**config.mk**
```make
export PLATFORM = sky130hd
export DESIGN_NAME = first_nios2_system_sysid_probe_flat
export DESIGN_NICKNAME = d
export VERILOG_FILES = /design/src/rtl/first_nios2_system_sysid_probe_pkg.sv /design/src/rtl/first_nios2_system_sysid_probe_if.sv /design/src/rtl/first_nios2_system_sysid_probe_counter.sv /design/src/rtl/first_nios2_system_sysid_probe.sv /design/src/flat_wrapper.sv
export SDC_FILE = /design/constraint.sdc
export NUM_CORES = 1
export LEC_CHECK = 0
export BUFFER_PORTS_ARGS = -buffer_cell sky130_fd_sc_hd__buf_2
export CAP_MARGIN = 20
export CORE_MARGIN = 1.5
export CORE_UTILIZATION = 54
export CTS_CLUSTER_SIZE = 25
export DETAILED_ROUTE_END_ITERATION = 8
export PLACE_DENSITY = 0.8
export RECOVER_POWER = 25
export SLEW_MARGIN = 20
export SYNTH_ARGS = -nofsm -noshare
export SYNTH_HDL_FRONTEND = slang
export SYNTH_SLANG_ARGS = --single-unit
```
**constraint.sdc**
```tcl
create_clock -name clock -period 3.7 [get_ports clock]
set_clock_uncertainty 0.15 [all_clocks]
set_input_delay 0.185 -clock clock [delete_from_list [all_inputs] [get_ports clock]]
set_output_delay 0.185 -clock clock [all_outputs]
set_load 0.005 [all_outputs]
```
**src/rtl/first_nios2_system_sysid_probe_pkg.sv**
```systemverilog
// Shared definitions for the system-ID probe: FSM encoding, sysid word addresses and defaults.
package first_nios2_system_sysid_probe_pkg;

   typedef enum logic [2:0] {
      ST_IDLE,
      ST_RD_ID,
      ST_WAIT_ID,
      ST_RD_TS,
      ST_WAIT_TS,
      ST_DONE
   } state_t;

   localparam logic        SYSID_ADDR_ID              = 1'b0;
   localparam logic        SYSID_ADDR_TS              = 1'b1;
   localparam logic [31:0] DEFAULT_EXPECTED_TIMESTAMP = 32'd1455298001;

   // Wide enough for the largest timeout (65535) and the read latency.
   localparam int CNT_W = 16;

endpackage

```
**src/rtl/first_nios2_system_sysid_probe_if.sv**
```systemverilog
// Avalon-MM read-only link between the probe (master) and the sysid control slave.
interface first_nios2_system_sysid_probe_if;
   logic        address;
   logic        read;
   logic        waitrequest;
   logic [31:0] readdata;

   modport master (output address, read, input waitrequest, readdata);
   modport slave  (input address, read, output waitrequest, readdata);
endinterface

```
**src/rtl/first_nios2_system_sysid_probe_counter.sv**
```systemverilog
// Loadable down-counter; flags the last remaining count so the owner can act on that edge.
module first_nios2_system_sysid_probe_counter #(
   parameter int WIDTH = 16
) (
   input  logic             clock,
   input  logic             reset,
   input  logic             load,
   input  logic [WIDTH-1:0] load_value,
   input  logic             dec,
   output logic             last
);

   logic [WIDTH-1:0] count;

   // NOTE: sequential state uses non-blocking assignments so every flop samples pre-edge values.
   always_ff @(posedge clock or posedge reset) begin
      if (reset) begin
         count <= '0;
      end else if (load) begin
         count <= load_value;
      end else if (dec && (count != '0)) begin
         count <= count - 1'b1;
      end
   end

   assign last = (count == {{(WIDTH-1){1'b0}}, 1'b1});

endmodule

```
**src/rtl/first_nios2_system_sysid_probe.sv**
```systemverilog
// Second Avalon-MM master that reads sysid words 0 and 1 and checks them against the expected image.
module first_nios2_system_sysid_probe
   import first_nios2_system_sysid_probe_pkg::*;
#(
   parameter logic [31:0] EXPECTED_ID        = 32'd0,
   parameter logic [31:0] EXPECTED_TIMESTAMP = DEFAULT_EXPECTED_TIMESTAMP,
   parameter int          READ_LATENCY       = 0,
   parameter int          TIMEOUT_CYCLES     = 255,
   parameter int          AUTO_START         = 1
) (
   input  logic                                  clock,
   input  logic                                  reset,
   input  logic                                  start,
   first_nios2_system_sysid_probe_if.master      avm,
   output logic                                  busy,
   output logic                                  done,
   output logic                                  pass,
   output logic                                  timeout,
   output logic [31:0]                           id_value,
   output logic [31:0]                           timestamp_value
);

   localparam logic [CNT_W-1:0] TMO_LOAD = CNT_W'(TIMEOUT_CYCLES);
   localparam logic [CNT_W-1:0] LAT_LOAD = CNT_W'(READ_LATENCY);

   state_t      state, state_nxt;
   logic        read_r, read_nxt;
   logic        address_r, address_nxt;
   logic        busy_nxt, done_nxt, pass_nxt, timeout_nxt;
   logic [31:0] id_nxt, ts_nxt;
   logic        armed, armed_nxt;
   logic        cmp_pending, cmp_nxt;
   logic        trigger;

   logic             cnt_load, cnt_dec, cnt_last;
   logic [CNT_W-1:0] cnt_value;

   // One counter serves both roles: stall budget while reading, latency count while waiting.
   first_nios2_system_sysid_probe_counter #(.WIDTH(CNT_W)) u_counter (
      .clock      (clock),
      .reset      (reset),
      .load       (cnt_load),
      .load_value (cnt_value),
      .dec        (cnt_dec),
      .last       (cnt_last)
   );

   assign avm.read    = read_r;
   assign avm.address = address_r;

   // NOTE: every signal written here gets a default first, so no path can infer a latch.
   always_comb begin
      state_nxt   = state;
      read_nxt    = read_r;
      address_nxt = address_r;
      busy_nxt    = busy;
      done_nxt    = done;
      pass_nxt    = pass;
      timeout_nxt = timeout;
      id_nxt      = id_value;
      ts_nxt      = timestamp_value;
      armed_nxt   = 1'b1;
      cmp_nxt     = 1'b0;
      cnt_load    = 1'b0;
      cnt_dec     = 1'b0;
      cnt_value   = TMO_LOAD;
      trigger     = !busy && (start || ((AUTO_START != 0) && !armed));

      case (state)
         ST_IDLE, ST_DONE: begin
            if (cmp_pending) begin
               // Compare runs one edge after the timestamp lands so pass and done rise together.
               done_nxt = 1'b1;
               pass_nxt = (id_value == EXPECTED_ID) && (timestamp_value == EXPECTED_TIMESTAMP);
               busy_nxt = 1'b0;
            end else if (trigger) begin
               state_nxt   = ST_RD_ID;
               read_nxt    = 1'b1;
               address_nxt = SYSID_ADDR_ID;
               busy_nxt    = 1'b1;
               done_nxt    = 1'b0;
               pass_nxt    = 1'b0;
               timeout_nxt = 1'b0;
               id_nxt      = '0;
               ts_nxt      = '0;
               cnt_load    = 1'b1;
            end
         end
         ST_RD_ID, ST_RD_TS: begin
            if (!avm.waitrequest) begin
               cnt_load = 1'b1;
               if (READ_LATENCY == 0) begin
                  if (state == ST_RD_ID) begin
                     id_nxt      = avm.readdata;
                     address_nxt = SYSID_ADDR_TS;
                     state_nxt   = ST_RD_TS;
                  end else begin
                     ts_nxt    = avm.readdata;
                     read_nxt  = 1'b0;
                     state_nxt = ST_DONE;
                     cmp_nxt   = 1'b1;
                  end
               end else begin
                  read_nxt  = 1'b0;
                  cnt_value = LAT_LOAD;
                  state_nxt = (state == ST_RD_ID) ? ST_WAIT_ID : ST_WAIT_TS;
               end
            end else if (cnt_last) begin
               read_nxt    = 1'b0;
               timeout_nxt = 1'b1;
               pass_nxt    = 1'b0;
               done_nxt    = 1'b1;
               busy_nxt    = 1'b0;
               state_nxt   = ST_DONE;
            end else begin
               cnt_dec = 1'b1;
            end
         end
         ST_WAIT_ID: begin
            if (cnt_last) begin
               id_nxt      = avm.readdata;
               read_nxt    = 1'b1;
               address_nxt = SYSID_ADDR_TS;
               state_nxt   = ST_RD_TS;
               cnt_load    = 1'b1;
            end else begin
               cnt_dec = 1'b1;
            end
         end
         ST_WAIT_TS: begin
            if (cnt_last) begin
               ts_nxt    = avm.readdata;
               state_nxt = ST_DONE;
               cmp_nxt   = 1'b1;
            end else begin
               cnt_dec = 1'b1;
            end
         end
         default: state_nxt = ST_IDLE;
      endcase
   end

   always_ff @(posedge clock or posedge reset) begin
      if (reset) begin
         state           <= ST_IDLE;
         read_r          <= 1'b0;
         address_r       <= 1'b0;
         busy            <= 1'b0;
         done            <= 1'b0;
         pass            <= 1'b0;
         timeout         <= 1'b0;
         id_value        <= '0;
         timestamp_value <= '0;
         armed           <= 1'b0;
         cmp_pending     <= 1'b0;
      end else begin
         state           <= state_nxt;
         read_r          <= read_nxt;
         address_r       <= address_nxt;
         busy            <= busy_nxt;
         done            <= done_nxt;
         pass            <= pass_nxt;
         timeout         <= timeout_nxt;
         id_value        <= id_nxt;
         timestamp_value <= ts_nxt;
         armed           <= armed_nxt;
         cmp_pending     <= cmp_nxt;
      end
   end

endmodule

```
**src/flat_wrapper.sv**
```systemverilog
// flat-port wrapper written by rule: the top's interface ports become plain ports
module first_nios2_system_sysid_probe_flat import first_nios2_system_sysid_probe_pkg::*;
#(
   parameter logic [31:0] EXPECTED_ID        = 32'd0,
   parameter logic [31:0] EXPECTED_TIMESTAMP = DEFAULT_EXPECTED_TIMESTAMP,
   parameter int          READ_LATENCY       = 0,
   parameter int          TIMEOUT_CYCLES     = 255,
   parameter int          AUTO_START         = 1
)
  (clock, reset, start, busy, done, pass, timeout, id_value, timestamp_value, avm_address, avm_read, avm_waitrequest, avm_readdata);
  first_nios2_system_sysid_probe_if avm_i ();
  input  logic clock;
  input  logic reset;
  input  logic start;
  output logic busy;
  output logic done;
  output logic pass;
  output logic timeout;
  output logic [31:0] id_value;
  output logic [31:0] timestamp_value;
  output wire logic [$bits(avm_i.address)-1:0] avm_address;
  output wire logic [$bits(avm_i.read)-1:0] avm_read;
  input wire logic [$bits(avm_i.waitrequest)-1:0] avm_waitrequest;
  input wire logic [$bits(avm_i.readdata)-1:0] avm_readdata;
  assign avm_address = avm_i.address;
  assign avm_read = avm_i.read;
  assign avm_i.waitrequest = avm_waitrequest;
  assign avm_i.readdata = avm_readdata;
  first_nios2_system_sysid_probe #(.EXPECTED_ID(EXPECTED_ID), .EXPECTED_TIMESTAMP(EXPECTED_TIMESTAMP), .READ_LATENCY(READ_LATENCY), .TIMEOUT_CYCLES(TIMEOUT_CYCLES), .AUTO_START(AUTO_START)) u_core (.clock(clock), .reset(reset), .start(start), .avm(avm_i), .busy(busy), .done(done), .pass(pass), .timeout(timeout), .id_value(id_value), .timestamp_value(timestamp_value));
endmodule
```
---- After elaboration in Yosys (flattened, before gate mapping) ----
Cells that the tools add are included.
operators by class
  add/subtract/negate cells ............... 1
  $mul .................................... 0
  divide/modulo/power cells ............... 0
  $lt $le $gt $ge ......................... 0
  equality and inequality tests ........... 19
  shift operators ......................... 0
  multiplexer cells ....................... 50
  bitwise gates (word level) .............. 0
  reduce and logical (&&, ||, !) cells .... 22
operator list
  kind                   count
  $mux 32                7
  $pmux 32 s3            2
  $eq 32x31->1 const B   1
  $logic_not 32->1       1
  $mux 16                2
  $mux 1                 23
  $mux 3                 6
  $reduce_and 6->1       3
  $eq 16x1->1 const B    1
  $reduce_bool 16->1     1
  $sub 16x1->16 const B  1
  $pmux 1 s2             6
  $pmux 3 s4             1
  $ne 2x1->1 const B     5
  $pmux 1 s3             3
  $ne 2x2->1 const B     4
  $eq 3x2->1 const B     2
  $eq 3x3->1 const B     2
  $reduce_bool 3->1      2
  $reduce_or 2->1        3
  $reduce_and 5->1       1
  $reduce_and 4->1       1
  $reduce_bool 2->1      2
  $eq 3x1->1 const B     1
  8 further kinds        11
word-level totals
  register bits ........................... 91
  bits in latches ......................... 0
  RAM bits ................................ 0
  bits in read-only memories .............. 0
  output and inout bits ................... 70
  memories ................................ 0

---- Depth between registers and ports, before layout ----
Gate-level depths: netlist of the first run.
  word-level depth ........................ 7
  depth in mapped cells ................... 9
  depth with buffers taken out ............ 7

---- Cells and area by module ----
Synthesis of the first run repeated with hierarchy kept, for this count alone.
unflattened totals
  cell total of the unflattened synthesis .. 416
  area, all modules ....................... 4406.7 um^2
by module, submodules not included
  module                                  instances  cells an instance  area each (um^2)  seq. area each (um^2)
  first_nios2_system_sysid_probe          1          308                3413.3            1876.8
  first_nios2_system_sysid_probe_counter  1          108                993.5             400.4

---- Least setup slack after synthesis of the first run ----
OpenSTA, ideal clock, no wires.
  kind .................................... register -> register
  start point ............................. register u_core.u_counter.count[3]
  end point ............................... register u_core.u_counter.count[2]
  library setup time ...................... 0.128 ns
  data arrival time ....................... 2.116 ns
  required time ........................... 3.422 ns
  setup slack ............................. 1.306 ns
  cell stages (with the launch flop) ...... 9
  period minus slack after synthesis ...... 2.394 ns
  cells stage by stage .................... dfrtp_1 or4_1 buf_2 or3_1 buf_6 o211ai_1 buf_4 xor2_1 nand2_1
on the way
  longest elaborated chain between the ends .. 6
ends and longest elaborated chain
  item                                RTL line                                                                                                             RTL
  from (decl)                         first_nios2_system_sysid_probe_counter.sv:13                                                                         logic [WIDTH-1:0] count;
  from (signal assigned)              first_nios2_system_sysid_probe_counter.sv:20                                                                         count <= load_value;
  from (signal assigned)              first_nios2_system_sysid_probe_counter.sv:22                                                                         count <= count - 1'b1;
  $eq 16x1->1                         first_nios2_system_sysid_probe_counter.sv:26                                                                         assign last = (count == {{(WIDTH-1){1'b0}}, 1'b1});
  $mux 1                              first_nios2_system_sysid_probe.sv:108, first_nios2_system_sysid_probe.sv:120, first_nios2_system_sysid_probe.sv:131
  $mux 1                              first_nios2_system_sysid_probe.sv:90                                                                                 if (!avm.waitrequest) begin
  $pmux 1 s2                          first_nios2_system_sysid_probe.sv:69                                                                                 case (state)
  $logic_and 1x1->1                   first_nios2_system_sysid_probe_counter.sv:21                                                                         end else if (dec && (count != '0)) begin
  $reduce_bool 2->1 (no source line)  n/a
Parallel ways exist; a longest one is shown, timed or not.
A chain may end at the register's enable or synchronous reset.

---- Final worst setup path of the first run ----
  start point ............................. register u_core.u_counter.count[3]
  end point ............................... register u_core.timestamp_value[7]
on the way
  longest elaborated chain between the ends .. 3
ends and longest elaborated chain
  item                               RTL line                                      RTL
  $eq 16x1->1                        first_nios2_system_sysid_probe_counter.sv:26
  $ne 2x1->1 (no source line)        n/a
  $reduce_and 6->1 (no source line)  n/a
  to (signal assigned)               first_nios2_system_sysid_probe.sv:165         timestamp_value <= ts_nxt;
  to (decl)                          first_nios2_system_sysid_probe.sv:20          output logic [31:0] timestamp_value
No other way between the ends.

==> metrics.md, run 1 <==
| Metric | Value |
|---|---|
| GRT overflow | `0` |
| Reg clk slew, reported paths | `100 ps` |
| CTS buffer count | `9` |
| DP Wirelength | `7.85 mm` |
| Synth Cell Area | `4470 um2` |
| Synth area leaders | `dfrtp_1 (51%), mux2i_1 (15%), nand2_1 (6.6%), inv_1 (6.1%), nor4_1 (2.7%)` |
| Clk pwr share | `16.2%` |
| Die X | `94.0 um` |
| Number of remaining DRC errors | `0` |
| Cell chain of the critical path | `or4_1 -> and4bb_1 -> nand4_1 -> nand3_2 -> buf_4 -> mux2i_1` |
| PD cells | `735 nW/um2` |
| Synth Flop Type | `dfrtp_1` |
| Mapped Cells | `454` |
| Fin crit share | `82.8%` |
| Initial Util | `56.6%` |
| Final Util | `71.0%` |
| Port Buf Inserts | `105` |
| All-Layer GR Usage | `28.0%` |
| Status | `complete, but fails checks` |
| NumNets Final | `631` |
| Synth Warn # | `0` |
| Post-CTS Setup Repair Bufs | `0` |
| GPL Wtd Cong | `0.891` |
| Die height | `94.0 um` |
| IO Pins | `106` |
| Final hold vios | `0` |
| Failing checks | `capacitance limit, slew limit` |
| DR vias/cell | `5.62` |
| # hold bufs at CTS | `33` |
| Net Sw Power | `1.66 mW` |
| Routed Antenna Nets | `0` |
| Initial antenna violation count | `0` |
| Slowest cell on crit path | `or4_1` |
| Post-layout minimum cycle time | `3060 ps` |
| Routed length per placed instance | `16.8 um` |
| Dpl cells | `650` |
| Slew @ Worst Pin | `1580 ps` |
| Worst setup EP type | `flip-flop` |
| Top cell type's share of synthesized area | `51.0%` |
| Sequential fraction of the synthesis area | `51.0%` |
| Final Slew Violations | `35` |
| Root Buffer | `clkbuf_8` |
| Endpoints failing setup | `0` |
| Layout area overhead | `25.4%` |
| Drt total wl | `11.7 mm` |
| Max stage delay on crit path | `710 ps` |
| Max-Cap Viols | `1` |
| RSZ-0062 raised after global routing | `no` |
| Clock tree buffer depth | `2` |
| CTS tree | `built` |
| Area of the multi-input gates | `1820 um2` |
| Hold Path Class | `in -> reg` |
| Sequential Area | `2280 um2` |
| Seq pwr share | `42.6%` |
| Post-synth EDFFs | `0` |
| Synth cell types | `49` |
| Arrival time at the worst endpoint | `3200 ps` |
| Gate power share | `41.2%` |
| Flops & latches, synth | `91` |
| Fillers | `572` |
| Vias | `3920` |
| Largest area contributor in the netlist | `dfrtp_1` |
| Layout cell share with drive strength beyond 1 | `21.5%` |
| Share of flip-flops with an asynchronous set or reset | `100%` |
| Slew HR | `-6.14%` |
| Post_cts resized | `0` |
| Switching Share | `40.4%` |
| F_max | `326 MHz` |
| Row count | `32` |
| Startpoint types | `flip-flop` |
| WS Path Type | `reg -> reg` |
| First-pass GRT wire length | `19.0 mm` |
| Cell-internal power | `2.45 mW` |
| Crit path max fanout | `20` |
| Area of the die | `8830 um2` |
| Htree depth | `3` |
| Setup TNS | `0 ps` |
| WP data required | `3830 ps` |
| Antenna diodes | `0` |
| Post-synthesis area per instance | `9.84 um2` |
| Clock sinks | `91` |
| Max IR drop VDD | `434 uV` |
| Vias in the first global route | `3875` |
| Pin count of the biggest net entering global routing | `36` |
| CORE AREA | `7890 um2` |
| Finished Layout Cells | `698` |
| Iteration-0 DRC Markers | `301` |
| Worst-Skew Late Latency | `360 ps` |
| Length of the first detailed-routing pass in iterations | `5` |
| Static Leak | `2.80 nW` |
| Synthesized net count | `493` |
power groups by stage:
stage	combinational, mW	sequential (mW)	clock, mW
after global placement	1.59	1.73	0
final	1.70	1.75	0.667
after global routing	1.88	1.80	0.716
after floorplan	1.03	1.68	0
after CTS	1.70	1.73	0.678
after detailed placement	1.66	1.74	0
metrics by stage:
| step | total power, mW | hold WS (ps) | cell area [um2] | worst slack [ps] |
|---|---|---|---|---|
| after floorplan | 2.71 | 166 | 4470 | 1000 |
| after global placement | 3.32 | 119 | 5100 | 794 |
| after detailed placement | 3.40 | 130 | 5100 | 701 |
| after CTS | 4.10 | 76.8 | 5620 | 686 |
| after global routing | 4.39 | 126 | 5600 | 446 |
| final | 4.12 | 100 | 5600 | 635 |
registers in the layout (all words and copies together) (netlist names), 3 cells and up:
signal,flops
u_core.id_value,32
u_core.state,3
u_core.u_counter.count,16
u_core.timestamp_value,32
worst paths after layout:
check | slack (ps) | start | depth (start not counted) | endpoint
max reg2reg | 640 | u_core.u_counter.count[3] | 6 | u_core.timestamp_value[7]
max | 640 | u_core.u_counter.count[3] | 6 | u_core.timestamp_value[7]
min in group asynchronous | 600 | reset | 3 | u_core.id_value[11]
min | 100 | avm_waitrequest | 4 | u_core.state[1]
max in group asynchronous | 1760 | reset | 4 | u_core.u_counter.count[8]
min reg2reg | 350 | u_core.avm.address | 1 | u_core.avm.address
Yosys cell counts, drive strengths merged (2+ instances only):
library cell	number
dfrtp	91
nand2	78
inv	73
mux2i	65
nor4	19
o21ai	14
nor2	11
a21oi	10
buf	10
clkbuf	9
nand3	8
nand4	6
or3	6
nor3	5
or4	5
o211ai	4
o31ai	4
xor2	4
ha	3
a221o	2
nand2b	2
o2111ai	2
o21a	2
o41ai	2
or2	2
cell usage in the layout, fill, tap and decap left out, drive strengths merged, types with 2 or more instances in the layout:
| master | count |
|---|---|
| nor4 | 19 |
| or4 | 5 |
| nor3 | 5 |
| nand3 | 8 |
| xor2 | 4 |
| clkinv | 4 |
| o31ai | 4 |
| o2111ai | 2 |
| clkbuf | 21 |
| o211ai | 4 |
| nor2 | 11 |
| mux2i | 65 |
| nand2 | 78 |
| dfrtp | 91 |
| ha | 3 |
| or2 | 2 |
| buf | 101 |
| o21ai | 14 |
| nand4 | 6 |
| a21oi | 10 |
| nand2b | 2 |
| o41ai | 2 |
| dlygate4sd3 | 33 |
| a221o | 2 |
| o21a | 2 |
| inv | 73 |
| or3 | 6 |
metal layers:
layer	wire length, um	track usage [%]
met3	632	3.56
met5	0	0
met1	4930	37.3
met2	5830	45.8
met4	348	12.8
cells by family after synthesis:
| logic type | count (synthesis) | synth area share, % |
|---|---|---|
| other cells | 1 | 0.0839 |
| xor+xnor | 5 | 0.980 |
| buf+inv | 92 | 8.54 |
| compound gates | 46 | 7.25 |
| mux | 66 | 14.8 |
| flops | 91 | 51.0 |
| simple gates | 150 | 16.5 |
| fa+ha+maj | 3 | 0.840 |
layout make-up:
type	count	share of cell area (%)
Inverter	73	4.91
Clock inverter	6	1.18
Tap cell	102	2.28
Timing Repair Buffer	146	16.3
Clock buffer	9	2.21
Multi-Input combinational cell	271	32.5
Sequential cell	91	40.7
critical path, delay by kind of cell (launching register included):
| family | cells | cell delay (ps) |
|---|---|---|
| DFF | 1 | 440 |
| buffers and inverters | 1 | 310 |
| muxes | 1 | 230 |
| and+or+nand+nor | 4 | 1850 |
(Power assumes the default switching activity.)
==> inputs of run 2 (changes only) <==
==> constraint.sdc (replaced) <==
create_clock -name clock -period 3.2 [get_ports clock]
set_clock_uncertainty 0.15 [all_clocks]
set_input_delay 0.16 -clock clock [delete_from_list [all_inputs] [get_ports clock]]
set_output_delay 0.16 -clock clock [all_outputs]
set_load 0.005 [all_outputs]
==> metrics.md, run 2 (synthesized netlist as in run 1, its figures left out) <==
| Metric | Value |
|---|---|
| Status | `complete, but fails checks` |
| Failing checks | `capacitance limit, slew limit` |
| Commonest non-fill, non-tap cells in the layout | `dfrtp_1 (91), nand2_1 (78), buf_2 (74), inv_1 (72), mux2i_1 (65)` |
| Vias in the first global route | `4006 (+3.4%)` |
| # hold bufs at CTS | `33 (unchanged)` |
| Reg clk slew, reported paths | `90 ps (about the same)` |
| Port Buf Inserts | `105 (unchanged)` |
| CTS buffer count | `9 (unchanged)` |
| Worst-Skew Late Latency | `370 ps (about the same)` |
| Clock sinks | `91 (unchanged)` |
| Post_cts resized | `0 (unchanged)` |
| DR vias/cell | `5.51 (-1.8%)` |
| Die height | `94.0 um (unchanged)` |
| Hold Path Class | `in -> reg` |
| Length of the first detailed-routing pass in iterations | `4 (-1)` |
| Fin crit share | `84.0% (+1.2 points)` |
| IO Pins | `106 (unchanged)` |
| Endpoints failing setup | `0 (unchanged)` |
| CORE AREA | `7890 um2 (unchanged)` |
| GPL Wtd Cong | `0.941 (+5.6%)` |
| GRT overflow | `0 (unchanged)` |
| WP data required | `3280 ps (-550 ps)` |
| WS Path Type | `reg -> reg` |
| Layout area overhead | `25.5%` |
| NumNets Final | `631 (unchanged)` |
| Slew @ Worst Pin | `2110 ps (+523 ps)` |
| Clock tree buffer depth | `2 (unchanged)` |
| Initial antenna violation count | `0 (unchanged)` |
| Slew HR | `-41.2% (-35 points)` |
| Pin count of the biggest net entering global routing | `47 (+31%)` |
| Dpl cells | `650 (unchanged)` |
| Crit path max fanout | `10 (-50%)` |
| Root Buffer | `clkbuf_8` |
| Layout cell share with drive strength beyond 1 | `18.3% (-3.2 points)` |
| Max IR drop VDD | `476 uV (+9.7%)` |
| Drt total wl | `11.5 mm (-1.9%)` |
| Vias | `3848 (-1.8%)` |
| Arrival time at the worst endpoint | `2770 ps (-430 ps)` |
| Iteration-0 DRC Markers | `237 (-21%)` |
| All-Layer GR Usage | `28.1% (+0.047 points)` |
| Htree depth | `3 (unchanged)` |
| CTS tree | `built` |
| Final Slew Violations | `46 (+31%)` |
| Routed length per placed instance | `16.5 um (-1.9%)` |
| Antenna diodes | `0 (unchanged)` |
| Startpoint types | `flip-flop` |
| DP Wirelength | `7.61 mm (-3.1%)` |
| Post-CTS Setup Repair Bufs | `0 (unchanged)` |
| Die X | `94.0 um (unchanged)` |
| First-pass GRT wire length | `19.0 mm (+0.18%)` |
| RSZ-0062 raised after global routing | `no` |
| Overall power | `4.76 mW (+16%)` |
| Static Leak | `2.74 nW (-2.1%)` |
| Initial Util | `56.6% (unchanged)` |
| F_max | `372 MHz (+14%)` |
| Row count | `32 (unchanged)` |
| Area of the die | `8830 um2 (unchanged)` |
| Finished Layout Cells | `698 (unchanged)` |
| Largest regs | `u_core.id_value: 32 flops, u_core.timestamp_value: 32 flops, u_core.u_counter.count: 16 flops` |
| Max-Cap Viols | `1 (unchanged)` |
| Routed Antenna Nets | `0 (unchanged)` |
| Worst setup EP type | `flip-flop` |
| Number of remaining DRC errors | `0 (unchanged)` |
| Commonest non-fill, non-tap cell in the layout | `dfrtp_1` |
| PD cells | `849 nW/um2 (+16%)` |
| Setup TNS | `0 ps (unchanged)` |
| Final hold vios | `0 (unchanged)` |
| Post-layout minimum cycle time | `2690 ps (-376 ps)` |
[run 2: critical path, stage by stage, from the launching register on]
cell and delay [ps]:
dfrtp_1 430, or4_1 700, or3_1 580, o211ai_2 440, nand2b_1 180, nand3_1 70
[run 2: path summary, 6_finish.rpt]
| path | from | to | slack (ps) | cells past startpoint |
|---|---|---|---|---|
| max | u_core.u_counter.count[3] | u_core.u_counter.count[7] | 510 | 5 |
| min | avm_waitrequest | u_core.cmp_pending | 40 | 4 |
| max reg2reg | u_core.u_counter.count[3] | u_core.u_counter.count[7] | 510 | 5 |
| min reg2reg | u_core.timeout | u_core.timeout | 350 | 2 |
| max in group asynchronous | reset | u_core.u_counter.count[13] | 1200 | 3 |
| min in group asynchronous | reset | u_core.timestamp_value[3] | 730 | 3 |
[run 2: where the power goes]
part	internal, mW	switching (mW)
Sequential	1.60	0.398
Combinational	0.864	1.10
Clock	0.365	0.436
Total	2.83	1.93
[run 2: routing by layer]
metal	track usage, %	vias to the layer above	share of wire (%)
met3	5.66	27	4.5
met1	35.4	1895	42
met5	0	-	0
met2	46.9	127	50
li1	-	1799	-
met4	12.3	0	2.9
[run 2: stage by stage]
step	setup WS, ps	util, %	instance area, um2	hold slack (ps)
global route	373	71.1	5610	41.4
finish	511	71.1	5610	35.4
detailed placement	556	64.9	5120	190
global placement	643	64.9	5120	178
floorplan	526	-	4470	141
CTS	538	71.6	5650	26.1
[run 2: area by class of cell]
type                       count  area, um2
clock buffer                   9        124
clock inverter                 6       71.3
fill                         574       2280
inverter                      73        275
multi-input combinational    271       1820
sequential                    91       2280
tap                          102        128
timing repair buffer         146        915
==> inputs of run 3 (changes only) <==
==> constraint.sdc (replaced) <==
create_clock -name clock -period 2.58 [get_ports clock]
set_clock_uncertainty 0.15 [all_clocks]
set_input_delay 0.129 -clock clock [delete_from_list [all_inputs] [get_ports clock]]
set_output_delay 0.129 -clock clock [all_outputs]
set_load 0.005 [all_outputs]
==> metrics.md, run 3 (synthesized netlist as in run 1, its figures left out) <==
| Metric | Value |
|---|---|
| Iteration-0 DRC Markers | `196 (-17%)` |
| Worst setup EP type | `flip-flop` |
| Die height | `94.0 um (unchanged)` |
| Fin crit share | `95.8% (+12 points)` |
| Gate power share | `43.4% (+2.2 points)` |
| CTS buffer count | `9 (unchanged)` |
| Cell chain of the critical path | `or4_1 -> and4bb_4 -> a31oi_1 -> nor2_4 -> buf_12 -> mux2i_1` |
| All-Layer GR Usage | `27.5% (-0.59 points)` |
| Port Buf Inserts | `105 (unchanged)` |
| Net Sw Power | `2.43 mW (+25%)` |
| Initial antenna violation count | `0 (unchanged)` |
| Post-CTS Setup Repair Bufs | `0 (unchanged)` |
| DR vias/cell | `5.48 (-0.53%)` |
| Final hold vios | `0 (unchanged)` |
| Dpl cells | `660 (+1.5%)` |
| Arrival time at the worst endpoint | `2600 ps (-170 ps)` |
| PD cells | `1040 nW/um2 (+23%)` |
| WP data required | `2710 ps (-570 ps)` |
| Length of the first detailed-routing pass in iterations | `4 (unchanged)` |
| Routed length per placed instance | `16.4 um (-0.67%)` |
| Pin count of the biggest net entering global routing | `54 (+15%)` |
| Static Leak | `2.83 nW (+3.3%)` |
| Finished Layout Cells | `709 (+1.6%)` |
| IO Pins | `106 (unchanged)` |
| Slew HR | `35.8% (+77 points)` |
| CORE AREA | `7890 um2 (unchanged)` |
| Layout cell share with drive strength beyond 1 | `21.6% (+3.3 points)` |
| Crit path max fanout | `33 (+23)` |
| Layout area overhead | `28.3%` |
| WS Path Type | `reg -> reg` |
| Largest regs | `u_core.id_value: 32 flops, u_core.timestamp_value: 32 flops, u_core.u_counter.count: 16 flops` |
| CTS tree | `built` |
| Final Slew Violations | `0 (-100%)` |
| Hold Path Class | `in -> reg` |
| Area of the die | `8830 um2 (unchanged)` |
| GRT overflow | `0 (unchanged)` |
| Reg clk slew, reported paths | `100 ps (about the same)` |
| Overall power | `5.97 mW (+25%)` |
| Post-layout minimum cycle time | `2470 ps (-217 ps)` |
| Commonest non-fill, non-tap cells in the layout | `dfrtp_1 (91), buf_2 (82), nand2_1 (78), inv_1 (72), mux2i_1 (65)` |
| F_max | `405 MHz (+8.8%)` |
| Worst-Skew Late Latency | `370 ps (about the same)` |
| Max-Cap Viols | `0 (-1)` |
| Startpoint types | `flip-flop` |
| Root Buffer | `clkbuf_8` |
| Routed Antenna Nets | `0 (unchanged)` |
| Switching Share | `40.7% (about the same)` |
| Htree depth | `3 (unchanged)` |
| Max stage delay on crit path | `600 ps (-100 ps)` |
| Endpoints failing setup | `0 (unchanged)` |
| Commonest non-fill, non-tap cell in the layout | `dfrtp_1` |
| Initial Util | `56.6% (unchanged)` |
| Number of remaining DRC errors | `0 (unchanged)` |
| Max IR drop VDD | `596 uV (+25%)` |
| Slowest cell on crit path | `or4_1` |
| Row count | `32 (unchanged)` |
| Vias | `3888 (+1.0%)` |
| RSZ-0062 raised after global routing | `no` |
| Cell-internal power | `3.54 mW (+25%)` |
| Fillers | `536 (-6.6%)` |
| Clock sinks | `91 (unchanged)` |
| Die X | `94.0 um (unchanged)` |
| Status | `finished clean` |
| Drt total wl | `11.6 mm (+0.89%)` |
| DP Wirelength | `7.80 mm (+2.5%)` |
| GPL Wtd Cong | `0.835 (-11%)` |
| Slew @ Worst Pin | `958 ps (-1150 ps)` |
| Antenna diodes | `0 (unchanged)` |
| Clock tree buffer depth | `2 (unchanged)` |
| First-pass GRT wire length | `18.7 mm (-1.6%)` |
| NumNets Final | `641 (+1.6%)` |
| Clk pwr share | `15.7% (-1.1 points)` |
| Vias in the first global route | `3943 (-1.6%)` |
| Seq pwr share | `40.9% (-1.0 points)` |
-- run 3: worst max-delay path, delay by kind of cell, from the launching register on --
family,cells,cell delay [ps]
and+or+nand+nor,3,1160
DFF,1,430
muxes,1,250
AOI/OAI and AO/OA,1,140
buffers and inverters,1,230
-- run 3: through the flow --
stage          setup WS, ps  cell area [um2]  hold WS (ps)  setup TNS (ps)  util, %
3_5_place_dp          -11.7             5210          28.9           -20.5     66.1
2_1_floorplan           186             4470           110               0        -
5_1_grt                23.1             5730          46.5               0     72.7
6_report                108             5730          23.7               0     72.7
4_1_cts                26.5             5750          22.2               0     72.9
3_3_place_gp           37.0             5210          19.9               0     66.1
-- run 3: power groups by stage --
stage / logic (mW) / registers [mW] / clock network, mW
2_1_floorplan: 1.47 / 2.41 / 0
3_3_place_gp: 2.46 / 2.41 / 0
3_5_place_dp: 2.55 / 2.43 / 0
4_1_cts: 2.61 / 2.41 / 0.957
5_1_grt: 2.86 / 2.49 / 1.01
6_report: 2.59 / 2.44 / 0.939
-- run 3: final timing paths --
path	startpoint	end	slack, ps	cells past startpoint
min in group asynchronous	reset	u_core.timestamp_value[11]	310	3
hold reg to reg	u_core.avm.address	u_core.avm.address	340	1
hold / removal	avm_waitrequest	u_core.busy	20	4
setup reg to reg	u_core.u_counter.count[6]	u_core.id_value[16]	110	6
max in group asynchronous	reset	u_core.state[1]	1220	4
setup / recovery	u_core.u_counter.count[6]	u_core.id_value[16]	110	6
-- run 3: cell type report --
class | instances | area (um2) | area share [%]
Inverter | 73 | 275 | 4.80
Sequential cell | 91 | 2280 | 39.7
Timing Repair Buffer | 156 | 1010 | 17.7
Clock inverter | 6 | 53.8 | 0.939
Clock buffer | 10 | 138 | 2.40
Multi-Input combinational cell | 271 | 1850 | 32.2
Tap cell | 102 | 128 | 2.23
-- run 3: per-layer routing --
| layer | share of wire, % | GRT usage (%) | up-vias |
|---|---|---|---|
| met5 | 0 | 0 | - |
| met4 | 2.9 | 11.4 | 0 |
| met3 | 4.9 | 5.10 | 29 |
| met2 | 50 | 46.0 | 129 |
| met1 | 42 | 35.1 | 1909 |
| li1 | - | - | 1821 |
-- run 3: timing repair --
item,4_1_cts,5_1_grt
resized for setup,3,3
endpoints found under the setup margin,16,77
hold endpoints to repair,83,0
hold buffers,33,0
pin swaps,0,1
